`config.mk`:
```
export PLATFORM = sky130hd
export DESIGN_NAME = wb_result_arbiter_flat
export DESIGN_NICKNAME = d
export VERILOG_FILES = /design/src/rtl/wb_result_arbiter_if.sv /design/src/rtl/wb_result_arbiter.sv /design/src/flat_wrapper.sv
export SDC_FILE = /design/constraint.sdc
export NUM_CORES = 1
export LEC_CHECK = 0
export BUFFER_PORTS_ARGS = -buffer_cell sky130_fd_sc_hd__buf_2
export CAP_MARGIN = 25
export CORE_MARGIN = 2
export CORE_UTILIZATION = 35
export CTS_BUF_LIST = sky130_fd_sc_hd__clkbuf_2 sky130_fd_sc_hd__clkbuf_4 sky130_fd_sc_hd__clkbuf_8
export CTS_CLUSTER_DIAMETER = 100
export CTS_CLUSTER_SIZE = 10
export DETAILED_ROUTE_END_ITERATION = 10
export PLACE_DENSITY_LB_ADDON = 0.05
export SLEW_MARGIN = 40
export SYNTH_ARGS = -nofsm -noshare
export SYNTH_HDL_FRONTEND = slang
export SYNTH_SLANG_ARGS = --single-unit
```
`constraint.sdc`:
```
create_clock -name clk -period 3.91 [get_ports clk]
set_clock_uncertainty 0.2 [all_clocks]
set_input_delay 0.5865 -clock clk [delete_from_list [all_inputs] [get_ports clk]]
set_output_delay 0.5865 -clock clk [all_outputs]
set_load 0.02 [all_outputs]
```
`src/rtl/wb_result_arbiter_if.sv`:
```
// Bus bundle for wb_result_arbiter: multiplier/ALU result inputs, flush/stall controls and the writeback port.
interface wb_result_arbiter_if #(
  parameter int XLEN  = 32,
  parameter int TAG_W = 4
);
  logic             mul_valid;
  logic [4:0]       mul_rd;
  logic [XLEN-1:0]  mul_data;
  logic [TAG_W-1:0] mul_tag;
  logic             alu_valid;
  logic [4:0]       alu_rd;
  logic [XLEN-1:0]  alu_data;
  logic [TAG_W-1:0] alu_tag;
  logic             kill;
  logic             wb_stall_in;
  logic             wb_valid;
  logic [4:0]       wb_rd;
  logic [XLEN-1:0]  wb_data;
  logic [TAG_W-1:0] wb_tag;
  logic             stall_mul_out;
  logic             stall_alu_out;

  modport master (
    output mul_valid, mul_rd, mul_data, mul_tag,
    output alu_valid, alu_rd, alu_data, alu_tag,
    output kill, wb_stall_in,
    input  wb_valid, wb_rd, wb_data, wb_tag,
    input  stall_mul_out, stall_alu_out
  );

  modport slave (
    input  mul_valid, mul_rd, mul_data, mul_tag,
    input  alu_valid, alu_rd, alu_data, alu_tag,
    input  kill, wb_stall_in,
    output wb_valid, wb_rd, wb_data, wb_tag,
    output stall_mul_out, stall_alu_out
  );
endinterface

```
`src/rtl/wb_result_arbiter.sv`:
```
// Merges multiplier and ALU results onto one register-file write port; mul always wins, ALU overflow goes to an in-order FIFO.
// Optional performance counters are enabled with `define WB_RESULT_ARBITER_PERF_EN.
module wb_result_arbiter #(
  parameter int XLEN          = 32,
  parameter int TAG_W         = 4,
  parameter int ALU_BUF_DEPTH = 2
) (
  input  logic                 clk,
  input  logic                 rst,
  wb_result_arbiter_if.slave   bus
`ifdef WB_RESULT_ARBITER_PERF_EN
  ,
  output logic [31:0]          perf_conflict_cnt,
  output logic [31:0]          perf_stall_cnt
`endif
);
  localparam int PTR_W = (ALU_BUF_DEPTH > 1) ? $clog2(ALU_BUF_DEPTH) : 1;
  localparam int CNT_W = $clog2(ALU_BUF_DEPTH + 1);

  logic [4:0]       r_mem_rd   [ALU_BUF_DEPTH];
  logic [XLEN-1:0]  r_mem_data [ALU_BUF_DEPTH];
  logic [TAG_W-1:0] r_mem_tag  [ALU_BUF_DEPTH];
  logic [PTR_W-1:0] r_rd_ptr, r_wr_ptr;
  logic [CNT_W-1:0] r_count;

  logic             r_wb_valid;
  logic [4:0]       r_wb_rd;
  logic [XLEN-1:0]  r_wb_data;
  logic [TAG_W-1:0] r_wb_tag;

  logic             w_full, w_stall, w_stall_alu, w_alu_acc;
  logic             w_push, w_pop, w_sel_valid;
  logic [4:0]       w_sel_rd;
  logic [XLEN-1:0]  w_sel_data;
  logic [TAG_W-1:0] w_sel_tag;

  assign w_full      = (r_count == CNT_W'(ALU_BUF_DEPTH));
  assign w_stall     = bus.wb_stall_in & ~bus.kill;
  assign w_stall_alu = w_full | w_stall;
  assign w_alu_acc   = bus.alu_valid & ~w_stall_alu & ~bus.kill;

  assign bus.stall_mul_out = w_stall;
  assign bus.stall_alu_out = w_stall_alu;
  assign bus.wb_valid      = r_wb_valid;
  assign bus.wb_rd         = r_wb_rd;
  assign bus.wb_data       = r_wb_data;
  assign bus.wb_tag        = r_wb_tag;

  // An accepted ALU result bypasses the FIFO only when nothing older is waiting.
  always_comb begin
    w_push      = 1'b0;
    w_pop       = 1'b0;
    w_sel_valid = 1'b0;
    w_sel_rd    = '0;
    w_sel_data  = '0;
    w_sel_tag   = '0;
    if (!bus.kill && !bus.wb_stall_in) begin
      if (bus.mul_valid) begin
        w_sel_valid = 1'b1;
        w_sel_rd    = bus.mul_rd;
        w_sel_data  = bus.mul_data;
        w_sel_tag   = bus.mul_tag;
        w_push      = w_alu_acc;
      end else if (r_count != '0) begin
        w_sel_valid = 1'b1;
        w_sel_rd    = r_mem_rd[r_rd_ptr];
        w_sel_data  = r_mem_data[r_rd_ptr];
        w_sel_tag   = r_mem_tag[r_rd_ptr];
        w_pop       = 1'b1;
        w_push      = w_alu_acc;
      end else if (w_alu_acc) begin
        w_sel_valid = 1'b1;
        w_sel_rd    = bus.alu_rd;
        w_sel_data  = bus.alu_data;
        w_sel_tag   = bus.alu_tag;
      end
    end
  end

  always_ff @(posedge clk) begin
    if (w_push) begin
      r_mem_rd[r_wr_ptr]   <= bus.alu_rd;
      r_mem_data[r_wr_ptr] <= bus.alu_data;
      r_mem_tag[r_wr_ptr]  <= bus.alu_tag;
    end
  end

  always_ff @(posedge clk) begin
    if (rst) begin
      r_count    <= '0;
      r_rd_ptr   <= '0;
      r_wr_ptr   <= '0;
      r_wb_valid <= 1'b0;
      r_wb_rd    <= '0;
      r_wb_data  <= '0;
      r_wb_tag   <= '0;
    end else if (bus.kill) begin
      r_count    <= '0;
      r_rd_ptr   <= '0;
      r_wr_ptr   <= '0;
      r_wb_valid <= 1'b0;
    end else if (!bus.wb_stall_in) begin
      r_wb_valid <= w_sel_valid;
      if (w_sel_valid) begin
        r_wb_rd   <= w_sel_rd;
        r_wb_data <= w_sel_data;
        r_wb_tag  <= w_sel_tag;
      end
      if (w_push) r_wr_ptr <= r_wr_ptr + PTR_W'(1);
      if (w_pop)  r_rd_ptr <= r_rd_ptr + PTR_W'(1);
      if (w_push && !w_pop)      r_count <= r_count + CNT_W'(1);
      else if (w_pop && !w_push) r_count <= r_count - CNT_W'(1);
    end
  end

`ifdef WB_RESULT_ARBITER_PERF_EN
  always_ff @(posedge clk) begin
    if (rst) begin
      perf_conflict_cnt <= '0;
      perf_stall_cnt    <= '0;
    end else begin
      if (bus.mul_valid && w_alu_acc && perf_conflict_cnt != 32'hFFFF_FFFF)
        perf_conflict_cnt <= perf_conflict_cnt + 32'd1;
      if (w_stall_alu && perf_stall_cnt != 32'hFFFF_FFFF)
        perf_stall_cnt <= perf_stall_cnt + 32'd1;
    end
  end
`endif
endmodule

```
`src/flat_wrapper.sv`:
```
// flat-port wrapper written by rule: the top's interface ports become plain ports
module wb_result_arbiter_flat 
#(
  parameter int XLEN          = 32,
  parameter int TAG_W         = 4,
  parameter int ALU_BUF_DEPTH = 2
)
  (clk, rst, bus_mul_valid, bus_mul_rd, bus_mul_data, bus_mul_tag, bus_alu_valid, bus_alu_rd, bus_alu_data, bus_alu_tag, bus_kill, bus_wb_stall_in, bus_wb_valid, bus_wb_rd, bus_wb_data, bus_wb_tag, bus_stall_mul_out, bus_stall_alu_out);
  wb_result_arbiter_if #(.XLEN(XLEN), .TAG_W(TAG_W)) bus_i ();
  input  logic clk;
  input  logic rst;
  input wire logic [$bits(bus_i.mul_valid)-1:0] bus_mul_valid;
  input wire logic [$bits(bus_i.mul_rd)-1:0] bus_mul_rd;
  input wire logic [$bits(bus_i.mul_data)-1:0] bus_mul_data;
  input wire logic [$bits(bus_i.mul_tag)-1:0] bus_mul_tag;
  input wire logic [$bits(bus_i.alu_valid)-1:0] bus_alu_valid;
  input wire logic [$bits(bus_i.alu_rd)-1:0] bus_alu_rd;
  input wire logic [$bits(bus_i.alu_data)-1:0] bus_alu_data;
  input wire logic [$bits(bus_i.alu_tag)-1:0] bus_alu_tag;
  input wire logic [$bits(bus_i.kill)-1:0] bus_kill;
  input wire logic [$bits(bus_i.wb_stall_in)-1:0] bus_wb_stall_in;
  output wire logic [$bits(bus_i.wb_valid)-1:0] bus_wb_valid;
  output wire logic [$bits(bus_i.wb_rd)-1:0] bus_wb_rd;
  output wire logic [$bits(bus_i.wb_data)-1:0] bus_wb_data;
  output wire logic [$bits(bus_i.wb_tag)-1:0] bus_wb_tag;
  output wire logic [$bits(bus_i.stall_mul_out)-1:0] bus_stall_mul_out;
  output wire logic [$bits(bus_i.stall_alu_out)-1:0] bus_stall_alu_out;
  assign bus_i.mul_valid = bus_mul_valid;
  assign bus_i.mul_rd = bus_mul_rd;
  assign bus_i.mul_data = bus_mul_data;
  assign bus_i.mul_tag = bus_mul_tag;
  assign bus_i.alu_valid = bus_alu_valid;
  assign bus_i.alu_rd = bus_alu_rd;
  assign bus_i.alu_data = bus_alu_data;
  assign bus_i.alu_tag = bus_alu_tag;
  assign bus_i.kill = bus_kill;
  assign bus_i.wb_stall_in = bus_wb_stall_in;
  assign bus_wb_valid = bus_i.wb_valid;
  assign bus_wb_rd = bus_i.wb_rd;
  assign bus_wb_data = bus_i.wb_data;
  assign bus_wb_tag = bus_i.wb_tag;
  assign bus_stall_mul_out = bus_i.stall_mul_out;
  assign bus_stall_alu_out = bus_i.stall_alu_out;
  wb_result_arbiter #(.XLEN(XLEN), .TAG_W(TAG_W), .ALU_BUF_DEPTH(ALU_BUF_DEPTH)) u_core (.clk(clk), .rst(rst), .bus(bus_i));
endmodule
```
# Word level (Yosys, flattened, before mapping)
# Memories as Yosys holds them, arrays and structs flattened. A register that Yosys moved wholly into a read port is not among the register bits.
# Cells that the tools add are included.
[word_totals]
ff_bits = 46
ram_bits = 82
elab_cells = 68
mem_count = 3
[mem_list]
columns = ["name", "words", "width", "read_ports", "rd_ports_with_merged_regs", "write_ports", "line", "text"]
rows = [
  ["u_core.r_mem_data", 2, 32, 1, 1, 1, "wb_result_arbiter.sv:21", "logic [XLEN-1:0] r_mem_data [ALU_BUF_DEPTH];"],
  ["u_core.r_mem_rd", 2, 5, 1, 1, 1, "wb_result_arbiter.sv:20", "logic [4:0] r_mem_rd [ALU_BUF_DEPTH];"],
  ["u_core.r_mem_tag", 2, 4, 1, 1, 1, "wb_result_arbiter.sv:22", "logic [TAG_W-1:0] r_mem_tag [ALU_BUF_DEPTH];"],
]
[classes]
addsub = 4
eq_ne = 1
mux = 32
bitwise_logic = 7
reduce_logical = 14
[op_table]
columns = ["cell", "n"]
rows = [
  ["$mux 32", 4],
  ["$mux 5", 4],
  ["$mux 1", 18],
  ["$mux 4", 4],
  ["$reduce_and 2->1", 3],
  ["$logic_not 1->1", 4],
  ["$mux 2", 2],
  ["$reduce_bool 2->1", 2],
  ["$and 1x1->1", 3],
  ["$logic_and 1x1->1", 3],
  ["$not 1->1", 3],
  ["$reduce_and 3->1", 1],
  ["$add 1x1->1 const B", 2],
  ["$add 2x1->2 const B", 1],
  ["$eq 2x2->1 const B", 1],
  ["$reduce_or 2->1", 1],
  ["$sub 2x1->2 const B", 1],
  ["$or 1x1->1", 1],
]

# Depth between registers and ports, before layout
# Gate-level depths: netlist (run 1).
[depth]
depth_word = 13
ltp_mapped = 10
depth_no_buf = 8

# Least setup slack after synthesis (run 1)
# No wires, ideal clock.
[synth_timing]
path_kind = "in2reg"
from = "in bus_alu_valid"
to = "mem u_core.r_mem_data[0][0], enable pin"
setup_ns = 0.440
arrival_time_ns = 2.785
path_slack_ns = 0.485
path_stages = 3
path_cell_list = "clkbuf_1 > o211ai_1 > nor2_1"
[synth_between]
elab_chain_len = 7
[synth_rtl]
columns = ["element", "line", "text"]
rows = [
  ["start: declaration", "flat_wrapper.sv:16", "input wire logic [$bits(bus_i.alu_valid)-1:0] bus_alu_valid;"],
  ["$and 1x1->1 (*) (2 in series)", "wb_result_arbiter.sv:40", "assign w_alu_acc = bus.alu_valid & ~w_stall_alu & ~bus.kill;"],
  ["$mux 1", "wb_result_arbiter.sv:64", "end else if (r_count != '0) begin"],
  ["$mux 1 (*)", "wb_result_arbiter.sv:58", "if (bus.mul_valid) begin"],
  ["$mux 1 (*)", "wb_result_arbiter.sv:57", "if (!bus.kill && !bus.wb_stall_in) begin"],
  ["$mux 1 (*)", "wb_result_arbiter.sv:81", "if (w_push) begin"],
  ["$mux 1 (not written as such) (*)", "wb_result_arbiter.sv:83", "r_mem_data[r_wr_ptr] <= bus.alu_data;"],
  ["end: declaration", "wb_result_arbiter.sv:21", ""],
]
# Every way passes the cells marked *; elsewhere a longest branch is shown, timed or not.

# Final worst setup path (run 1)
[layout_timing]
from = "in bus_mul_valid"
to = "reg u_core.r_count[0]"
[layout_between]
elab_chain_len = 6
[layout_rtl]
columns = ["element", "line", "text"]
rows = [
  ["start: declaration", "flat_wrapper.sv:12", "input wire logic [$bits(bus_i.mul_valid)-1:0] bus_mul_valid;"],
  ["$mux 1", "wb_result_arbiter.sv:58", ""],
  ["$mux 1", "wb_result_arbiter.sv:57", ""],
  ["$logic_not 1->1, on equally long branches", "wb_result_arbiter.sv:112, wb_result_arbiter.sv:111", ""],
  ["$logic_and 1x1->1, on equally long branches", "wb_result_arbiter.sv:112, wb_result_arbiter.sv:111", ""],
  ["$reduce_bool 2->1 (no source line)", "--", ""],
  ["$reduce_and 2->1 (no source line)", "--", ""],
  ["end signal: assignment", "wb_result_arbiter.sv:111", "if (w_push && !w_pop) r_count <= r_count + CNT_W'(1);"],
  ["end signal: assignment", "wb_result_arbiter.sv:112", "else if (w_pop && !w_push) r_count <= r_count - CNT_W'(1);"],
  ["end: declaration", "wb_result_arbiter.sv:24", "logic [CNT_W-1:0] r_count;"],
]
# Parallel ways exist; a longest one is shown, timed or not.
# A chain may end at the register's enable or synchronous reset.

==> results of run 1 <==
-- sequential cells by signal, indices dropped and copies added (netlist names), named ones only --
name / count
u_core.r_mem_data: 64
u_core.bus.wb_data: 32
u_core.r_mem_rd: 10
u_core.r_mem_tag: 8
u_core.bus.wb_rd: 5
u_core.bus.wb_tag: 4
u_core.r_count: 2
u_core.bus.wb_valid: 1
u_core.r_rd_ptr: 1
u_core.r_wr_ptr: 1
-- report_power, final --
| group | switching (W) | internal [W] | leakage, nW |
|---|---|---|---|
| sequential | 0.0000144 | 0.00148 | 1.13 |
| clock | 0.000484 | 0.000554 | 0.200 |
| combinational | 0.000154 | 0.0000941 | 1.25 |
| total | 0.000653 | 0.00213 | 2.58 |
-- per-layer routing --
metal / track usage / share of wire / up-vias
met4: 0.0601 / 0.0076 / 2
met5: 0 / 0.00075 / -
met2: 0.271 / 0.47 / 120
met1: 0.231 / 0.46 / 1796
li1: - / - / 1803
met3: 0.0498 / 0.063 / 9
-- final cells by class --
type | count | area share
multi-input cells | 201 | 0.249
repair buffers | 140 | 0.113
flip-flops and latches | 129 | 0.521
well taps | 188 | 0.0360
clock buffers | 26 | 0.0519
clock inverters | 6 | 0.00440
inverters | 44 | 0.0253
-- Yosys cell counts, types with 4 or more instances --
library cell	instances	area [um^2]
clkbuf_1	22	82.6
a21oi_1	48	240
mux2i_1	40	400
nor2_1	8	30.0
dfxtp_1	47	941
nor2b_1	4	25.0
buf_6	4	45.0
inv_1	44	165
a221o_1	37	370
nor3_1	4	20.0
o2bb2ai_1	37	324
buf_2	8	40.0
edfxtp_1	82	2460
-- cell usage in the layout, fill, tap and decap left out, types with 2 or more instances in the layout --
cell       netlist  final
buf_2            8    131
edfxtp_1        82     82
a21oi_1         48     48
dfxtp_1         47     46
inv_1           44     44
mux2i_1         40     40
a221o_1         37     37
o2bb2ai_1       37     37
clkbuf_8         0     23
buf_4            0      8
nor2_1           8      6
clkinv_2         0      5
nor2b_1          4      4
nor3_1           4      4
nand2_1          3      3
xnor2_1          3      3
a22o_1           3      3
clkbuf_4         0      3
nor2_4           0      2
-- logic make-up (layout without fill, tap and decap cells) --
family	Yosys count	count (layout)	synth area share
multiplexers	41	41	0.0770
AND/OR/NAND/NOR	24	24	0.0246
AO/OA/AOI/OAI	131	131	0.190
adder cells (fa/ha/maj)	1	1	0.00234
buffers and inverters	79	216	0.0630
flip-flops	129	129	0.637
XOR/XNOR	4	4	0.00656
-- critical path: cells and delay by family --
family | cells | cell delay [ns]
buffers and inverters | 2 | 0.29
AO/OA/AOI/OAI | 2 | 0.67
AND/OR/NAND/NOR | 2 | 0.47
adder cells (fa/ha/maj) | 1 | 0.35
-- path summary, 6_finish.rpt --
check | to | slack (ns)
setup / recovery | u_core.r_count[0]$_SDFFE_PP0P_ | 1.69
hold reg to reg | u_core.bus.wb_data[31]$_SDFFE_PP0P_ | 0.26
hold / removal | u_core.r_mem_data[1][4]$_DFFE_PP_ | 0.16
setup reg to reg | u_core.r_count[0]$_SDFFE_PP0P_ | 1.69
-- per-stage QoR --
| stage | total power (W) | hold slack [ns] | utilization | std cells |
|---|---|---|---|---|
| global placement | 0.00177 | 0.238 | 0.410 | 702 |
| finish | 0.00278 | 0.159 | 0.435 | 734 |
| floorplan | 0.00166 | 0.281 | - | 409 |
| CTS | 0.00282 | 0.124 | 0.435 | 734 |
| detailed placement | 0.00178 | 0.241 | 0.410 | 702 |
| global route | 0.00290 | 0.128 | 0.435 | 734 |
==> metrics.cfg, run 1 <==
[power_and_ir_drop]
cellPowerDensity_nw_per_um2=426
p_leak_nw=2.58
ir_worst_vdd_v=0.000195

[logic_synthesis]
ys_ff_latch=129
synth_async_sr_flop_share=0
synth-main-ff-cell=edfxtp_1
synth-edff-count=82
yosysSeqAreaShare=0.637
netlist_instances=409
syn-num-nets=498
synth_cell_type_count=29
yosysWarnings=0
syn_area_per_cell_um2=13.1
netlist_area_um2=5340

[global_route]
grt_overflow_total=0
grt_use_total=0.173
grt_antenna_before_repair=1
grt_pass1_vias=3763
grt_first_pass_wirelength_um=21000
grt_max_degree=44

[sta]
setup_slack_ns=1.69
fin_setup_tns_ns=0
period_share=0.567
finalSetupViolCount=0
max-slew-margin-rel=0.527
fmax_mhz=451
worst_pin_slew_ns=0.709
drv_slew=0
timing_hold_violations_final=0
grt_setup_unrepaired=false
min_period_ns=2.22

[detailed_routing]
via_count=3730
viasPerCell=5.08
drc=0
drtIter0Drc=222
drt-pass1-iter-count=4
wl_um=13400
post_drt_wl_per_cell_um=18.3
ant_nets=0

[clock_tree]
cts.clk_slew.worst_paths_ns=0.07
cts-root-buf=clkbuf_8
h-tree-depth=4
cts_resized=0
cts_tree=yes
cts_setup_buffers=0
cts_num_sinks=129
hold_buffers=0
insertion_delay_ns=0.42
cts-buffers-inserted=17
clock_path_buffers=2

[floorplan]
die_area_um2=16300
fp.dieW_um=128
row_count=45
die_y_um=128
start_util=0.355
core_um2=15000
io_pins=132

[worst_hold_path]
hold_path_depth=1
hold_path.class=input pin to flip-flop
min_from=bus_alu_data[4]

[finish]
nNetsFinal=622
multiInputGateArea_um2=1630
seq_area_um2=3400
nFillCells=1436
diodes=0
fin_area_um2=6530
layout-drive-gt1-share=0.332
synthToLayoutAreaGrowth_pct=22.3

[worst_setup_path]
worst-r2r-cell-count=5
crit_type=input pin to flip-flop
cp_data_arrival_time_ns=2.36
startpoint=bus_mul_valid
crit_chain=buf_2, nor2b_1, o211ai_1, inv_1, ha_1, or3_1, a21oi_1
cp-end-kind=flip-flop
max_stage_delay_ns=0.52
required_ns=4.06
cp_max_fo=11
crit_slowest_cell=o211ai_1
start_kind=input pin
timing.rr.start=u_core.r_count[0]$_SDFFE_PP0P_

[place]
portBuffers=131
dp_slack_ns=1.27
hpwlAfterDp_um=8120
gp_congestion=0.711
placed_cell_area_um2=6170

[job]
cap_violations=0

[status]
outcome=complete, no violations

Power figures use the tool's default switching activity.
==> inputs of run 2 (changes only) <==
clock period = 2.1 ns   (was 3.91 ns; I/O delays follow)
==> run 2 against run 1 <==
Effect of this change:
- combinational power grew 120%
- count of clock-buffer cells in the layout increased by 1
- die area is the same
- routed wire length up 3.6%
- register-to-register slack worse by 1.5 ns
- clock power increased by 110%
- sequential share of layout area is 4.7 points lower
- worst setup slack got worse by 1.6 ns
- final cell count up 7.8%
- critical path depth decreased by 1
- critical endpoint is now u_core.bus.wb_data[14]$_SDFFE_PP0P_
==> metrics.cfg, run 2 (synthesis results as in run 1) <==
[status]
outcome=complete, no violations

[worst_setup_path]
crit_path_end=u_core.bus.wb_data[14]$_SDFFE_PP0P_
crit_type=input pin to flip-flop
reg2reg_to=u_core.bus.wb_data[15]$_SDFFE_PP0P_
cp_data_arrival_time_ns=2.15
required_ns=2.26
worst-r2r-cell-count=5
reg2reg_slack_ns=0.18
cp_max_fo=39
cp-end-kind=flip-flop
start_kind=input pin
startpoint=rst
timing.rr.start=u_core.r_count[0]$_SDFFE_PP0P_

[place]
placed_cells=717
gp_congestion=0.718
portBuffers=131
hpwlAfterDp_um=8860
placed_cell_area_um2=6350

[clock_tree]
cts-buffers-inserted=17
cts_setup_buffers=0
cts_num_sinks=129
clock_path_buffers=2
cts_tree=yes
cts.clk_slew.worst_paths_ns=0.07
cts-root-buf=clkbuf_8
insertion_delay_ns=0.42
h-tree-depth=4

[floorplan]
core_um2=15000
fp.dieW_um=128
start_util=0.355
die_y_um=128
die_area_um2=16300
io_pins=132
row_count=45

[sta]
timing_hold_violations_final=0
grt_setup_unrepaired=false
min_period_ns=1.99
drv_slew=0
max-slew-margin-rel=0.739
fin_setup_tns_ns=0
finalSetupViolCount=0
period_share=0.947
fmax_mhz=503
worst_pin_slew_ns=0.392

[global_route]
grt_antenna_before_repair=0
grt_use_total=0.177
grt_pass1_vias=3955
grt_max_degree=40
grt_overflow_total=0
grt_first_pass_wirelength_um=21500

[detailed_routing]
wl_um=13900
via_count=3962
drt-met1-wl_um=6350
wl_met3_um=756
ant_nets=0
post_drt_wl_per_cell_um=17.6
highest_layer=met4
drtIter0Drc=217
wl_met2_um=6500
drt-pass1-iter-count=4
viasPerCell=5.01
drc=0

[power_and_ir_drop]
p_leak_nw=2.87
cellPowerDensity_nw_per_um2=766
ir_worst_vdd_v=0.000360
finalPower_w=0.00551

[job]
cap_violations=0

[finish]
fin_area_um2=7190
fin_cells=791
synthToLayoutAreaGrowth_pct=34.5
diodes=0
largest_reg_flops=64
nNetsFinal=679
layout_common_cells=buf_2 (131), edfxtp_1 (82), a21oi_1 (48)
top_register=u_core.r_mem_data
mostFrequentLayoutCell=buf_2
layout-drive-gt1-share=0.327

[worst_hold_path]
hold_path.class=input pin to flip-flop

## run 2: cell count changes in the layout (fill, tap and decap cells not counted), moves of 2 or more
cell and change:
buf_4 +9, dlygate4sd3_1 +42, bufinv_16 +2, buf_12 +6, clkinv_2 -2, clkbuf_4 +2
## run 2: power by group
group          switching [W]  internal, W  total [W]
clock network       0.000894      0.00128    0.00217
logic               0.000303     0.000250   0.000553
registers          0.0000273      0.00276    0.00278
## run 2: final cells by class
| type | count | area, um^2 |
|---|---|---|
| fill | 1374 | 7850 |
| clock inverter | 5 | 75.1 |
| sequential | 129 | 3400 |
| inverter | 44 | 165 |
| clock buffer | 27 | 340 |
| tap | 188 | 235 |
| multi-input combinational | 201 | 1620 |
| timing repair buffer | 197 | 1340 |
## run 2: what timing repair did
| action | in CTS | in global routing |
|---|---|---|
| hold buffers | 42 | 0 |
| gates resized for setup | 0 | 0 |
| hold endpoints to repair | 119 | 0 |
| endpoints found under the setup margin | 0 | 0 |
## run 2: layer usage
layer,vias up,global-route usage
li1,1914,-
met1,1903,0.226
met2,124,0.288
met3,21,0.0452
met4,0,0.0756
met5,-,0
## run 2: through the flow
stage	hold WS, ns	setup slack [ns]	util
final	0.0427	0.111	0.478
after global routing	0.0204	0.0685	0.478
after CTS	0.0106	0.138	0.478
after detailed placement	0.241	0.165	0.422
after global placement	0.240	0.181	0.422
after floorplan	0.194	-0.400	-
## run 2: worst min path at each step
stage                                        start                             endpoint  cells past startpoint
4_1_cts                             bus_mul_tag[0]    u_core.bus.wb_tag[0]$_SDFFE_PP0P_                      4
3_5_place_dp   u_core.bus.wb_data[31]$_SDFFE_PP0P_  u_core.bus.wb_data[31]$_SDFFE_PP0P_                      1
3_3_place_gp   u_core.bus.wb_data[23]$_SDFFE_PP0P_  u_core.bus.wb_data[23]$_SDFFE_PP0P_                      1
2_1_floorplan                                  rst    u_core.bus.wb_tag[2]$_SDFFE_PP0P_                      1
5_1_grt                             bus_mul_tag[0]    u_core.bus.wb_tag[0]$_SDFFE_PP0P_                      4
6_report                          bus_mul_data[31]  u_core.bus.wb_data[31]$_SDFFE_PP0P_                      4
## run 2: critical path: stages
cell	delay, ns
dlygate4sd3_1	0.55
buf_2	0.18
or3_2	0.47
buf_12	0.21
a221o_1	0.28
o2bb2ai_1	0.13
==> inputs of run 3 (changes only) <==
ABC_AREA = 1   (was unset)
==> run 3 against run 2 <==
Effect of this change:
- routed wire length rose by 25%
- sequential share of layout area fell by 5.3 points
- sequential cell count stayed put
- global-route usage increased by 1.0 points
- die area increased by 14%
- final cell count increased by 50%
- synthesized cell count rose by 91%
- critical path type unchanged
- largest cell class unchanged
- largest power group unchanged
==> metrics.cfg, run 3 <==
[status]
outcome=complete, no violations

[global_route]
grt_use_total=0.187
grt_max_degree=42
grt_pass1_vias=5140
use_met1=0.243
grt_antenna_before_repair=0
use_met2=0.312
busiest_layer=met2
grt_first_pass_wirelength_um=26300
grtUsageMet3=0.0358
grt_overflow_total=0

[finish]
fin_area_um2=8100
fin_cells=1187
layout-drive-gt1-share=0.214
layout_common_cells=nand2_1 (280), buf_2 (131), inv_1 (120)
diodes=0
final_core_util=0.470
top_register=u_core.r_mem_data
largest_reg_flops=64
nNetsFinal=1038
synthToLayoutAreaGrowth_pct=31.8
nFillCells=1719
mostFrequentLayoutCell=nand2_1

[power_and_ir_drop]
cellPowerDensity_nw_per_um2=755
seqPwrFrac=0.457
finalPower_w=0.00611
clkPwrFrac=0.430
p_sw_frac=0.229
netSwitchingPower_w=0.00140
p_comb_frac=0.113
p_int_w=0.00471
ir_worst_vdd_v=0.000388
p_leak_nw=3.97

[logic_synthesis]
synth_xor_area_frac=0.00143
synth_cell_type_count=22
synthTopCellsByArea=edfxtp_1 (40%), nand2_1 (17%), dfxtp_1 (15%), inv_1 (7.5%), a21oi_1 (6.6%)
yosysSeqAreaShare=0.554
synth_async_sr_flop_share=0
synth-adder-area-share=0.00204
netlist_top_cells_count=nand2_1 (283), inv_1 (123), edfxtp_1 (82)
synth_compound_area_frac=0.0748
synth_top_area_frac=0.401
synth_top_area_cell=edfxtp_1
synth_top_family_by_area=simple AND/OR/NAND/NOR gates
syn_area_per_cell_um2=7.86
netlist_area_um2=6140
yosysWarnings=0
synth-edff-count=82
synth-simple-area-share=0.257
ys_ff_latch=129
syn-num-nets=870
muxShareOfSynthArea=0
netlist_instances=781
yosysMostFrequentCell=nand2_1
synth-main-ff-cell=edfxtp_1

[worst_setup_path]
cp_max_fo=4
crit_type=input pin to flip-flop
start_kind=input pin
worst-path-buf-inv=3
worst-r2r-cell-count=7
path_delay_family=buffers and inverters
reg2reg_to=u_core.bus.wb_data[23]$_SDFFE_PP0P_
required_ns=2.22
timing.rr.start=u_core.r_count[0]$_SDFFE_PP0P_
crit_slowest_cell=dlygate4sd3_1
cp-end-kind=flip-flop
cp_data_arrival_time_ns=2.13
max_stage_delay_ns=0.52
crit_chain=dlygate4sd3_1, buf_2, nor2_4, nand3_2, nor2_4, ha_1, nor2_1, inv_1, nor2_1, nand2_1, o21ai_1, a21oi_1
reg2reg_slack_ns=0.22

[sta]
min_period_ns=2.01
period_share=0.958
fin_setup_tns_ns=0
fmax_mhz=497
timing_hold_violations_final=0
drv_slew=0
grt_setup_unrepaired=true
finalSetupViolCount=0
worst_pin_slew_ns=0.512
max-slew-margin-rel=0.659

[detailed_routing]
viasPerCell=4.57
drt-pass1-iter-count=4
wl_um=17300
post_drt_wl_per_cell_um=14.6
ant_nets=0
via_count=5422
drc=0
drtIter0Drc=241

[floorplan]
core_um2=17200
io_pins=132
row_count=48
die_y_um=136
die_area_um2=18600
fp.dieW_um=136
start_util=0.356

[place]
placed_cell_area_um2=7120
placed_cells=1112
portBuffers=131
gp_congestion=0.742
hpwlAfterDp_um=10700

[clock_tree]
cts_num_sinks=129
cts_setup_buffers=0
insertion_delay_ns=0.43
clock_path_buffers=2
h-tree-depth=4
cts.clk_slew.worst_paths_ns=0.07
cts-root-buf=clkbuf_8
cts-buffers-inserted=17
cts_tree=yes

[worst_hold_path]
whs_endpoint=u_core.r_count[1]$_SDFFE_PP0P_
hold_path_depth=4
min_from=rst
hold_path.class=input pin to flip-flop

[job]
cap_violations=0

==> run 3: cell types whose count changed after synthesis, moves of 4 or more <==
cell,change
inv_2,+4
a221o_1,-37
nand2_1,+280
o21ai_0,+5
nor2b_1,-4
nand4_1,+37
buf_2,+10
o2bb2ai_1,-37
mux2i_1,-40
nand3_1,+7
a21oi_1,+33
nor2_1,+47
buf_6,-4
inv_1,+79
==> run 3: repair_timing <==
action                                  4_1_cts  5_1_grt
resized for setup                             3        6
hold buffers                                 42        0
endpoints found under the setup margin        1       42
pin swaps                                     0        1
endpoints found under the hold margin        84        0
gates cloned                                  0        1
==> run 3: through the flow <==
step / worst slack [ns] / hold slack (ns)
6_report: 0.0892 / 0.0474
3_3_place_gp: 0.135 / 0.269
5_1_grt: -0.0176 / 0.0339
4_1_cts: 0.0244 / 0.000178
3_5_place_dp: 0.0913 / 0.271
2_1_floorplan: -0.226 / 0.214
==> run 3: how the worst max path moves through the flow <==
stage	startpoint	to	cells after the start
after floorplan	u_core.r_count[1]$_SDFFE_PP0P_	u_core.r_mem_data[0][0]$_DFFE_PP_	5
after global routing	bus_wb_stall_in	u_core.r_count[1]$_SDFFE_PP0P_	12
after detailed placement	u_core.r_count[0]$_SDFFE_PP0P_	u_core.bus.wb_data[23]$_SDFFE_PP0P_	7
final	bus_wb_stall_in	u_core.r_count[1]$_SDFFE_PP0P_	12
after CTS	bus_wb_stall_in	u_core.r_count[1]$_SDFFE_PP0P_	12
after global placement	u_core.r_count[0]$_SDFFE_PP0P_	u_core.bus.wb_data[11]$_SDFFE_PP0P_	7
==> run 3: routing by layer <==
layer | wire length, um | vias up
met3 | 864 | 17
met5 | 0 | -
met1 | 8170 | 2457
met2 | 8100 | 163
met4 | 210 | 0
li1 | - | 2785
==> run 3: final cells by class <==
type	instances	area [um^2]	share of cell area
clock inverters	10	203	0.0250
clock buffers	22	297	0.0366
flip-flops and latches	129	3410	0.421
well taps	225	282	0.0348
multi-input cells	479	2100	0.259
repair buffers	195	1330	0.164
inverters	127	480	0.0594
==> run 3: power by group through the flow <==
stage               clock network (W)  logic (W)  registers (W)
finish                        0.00263   0.000688        0.00279
floorplan                           0   0.000300        0.00292
global placement                    0   0.000619        0.00285
CTS                           0.00271   0.000691        0.00279
detailed placement                  0   0.000626        0.00285
global route                  0.00280   0.000764        0.00280
==> run 3: tightest hold or removal path, delay by kind of cell <==
family,cells,cell delay [ns]
AOI/OAI and AO/OA,2,0.13
buffers and inverters,1,0.10
and+or+nand+nor,1,0.09
==> run 3: kinds of logic after synthesis <==
group	after synthesis
xor+xnor	1
simple gates	388
buf+inv	173
flops	129
fa+ha+maj	1
compound gates	89
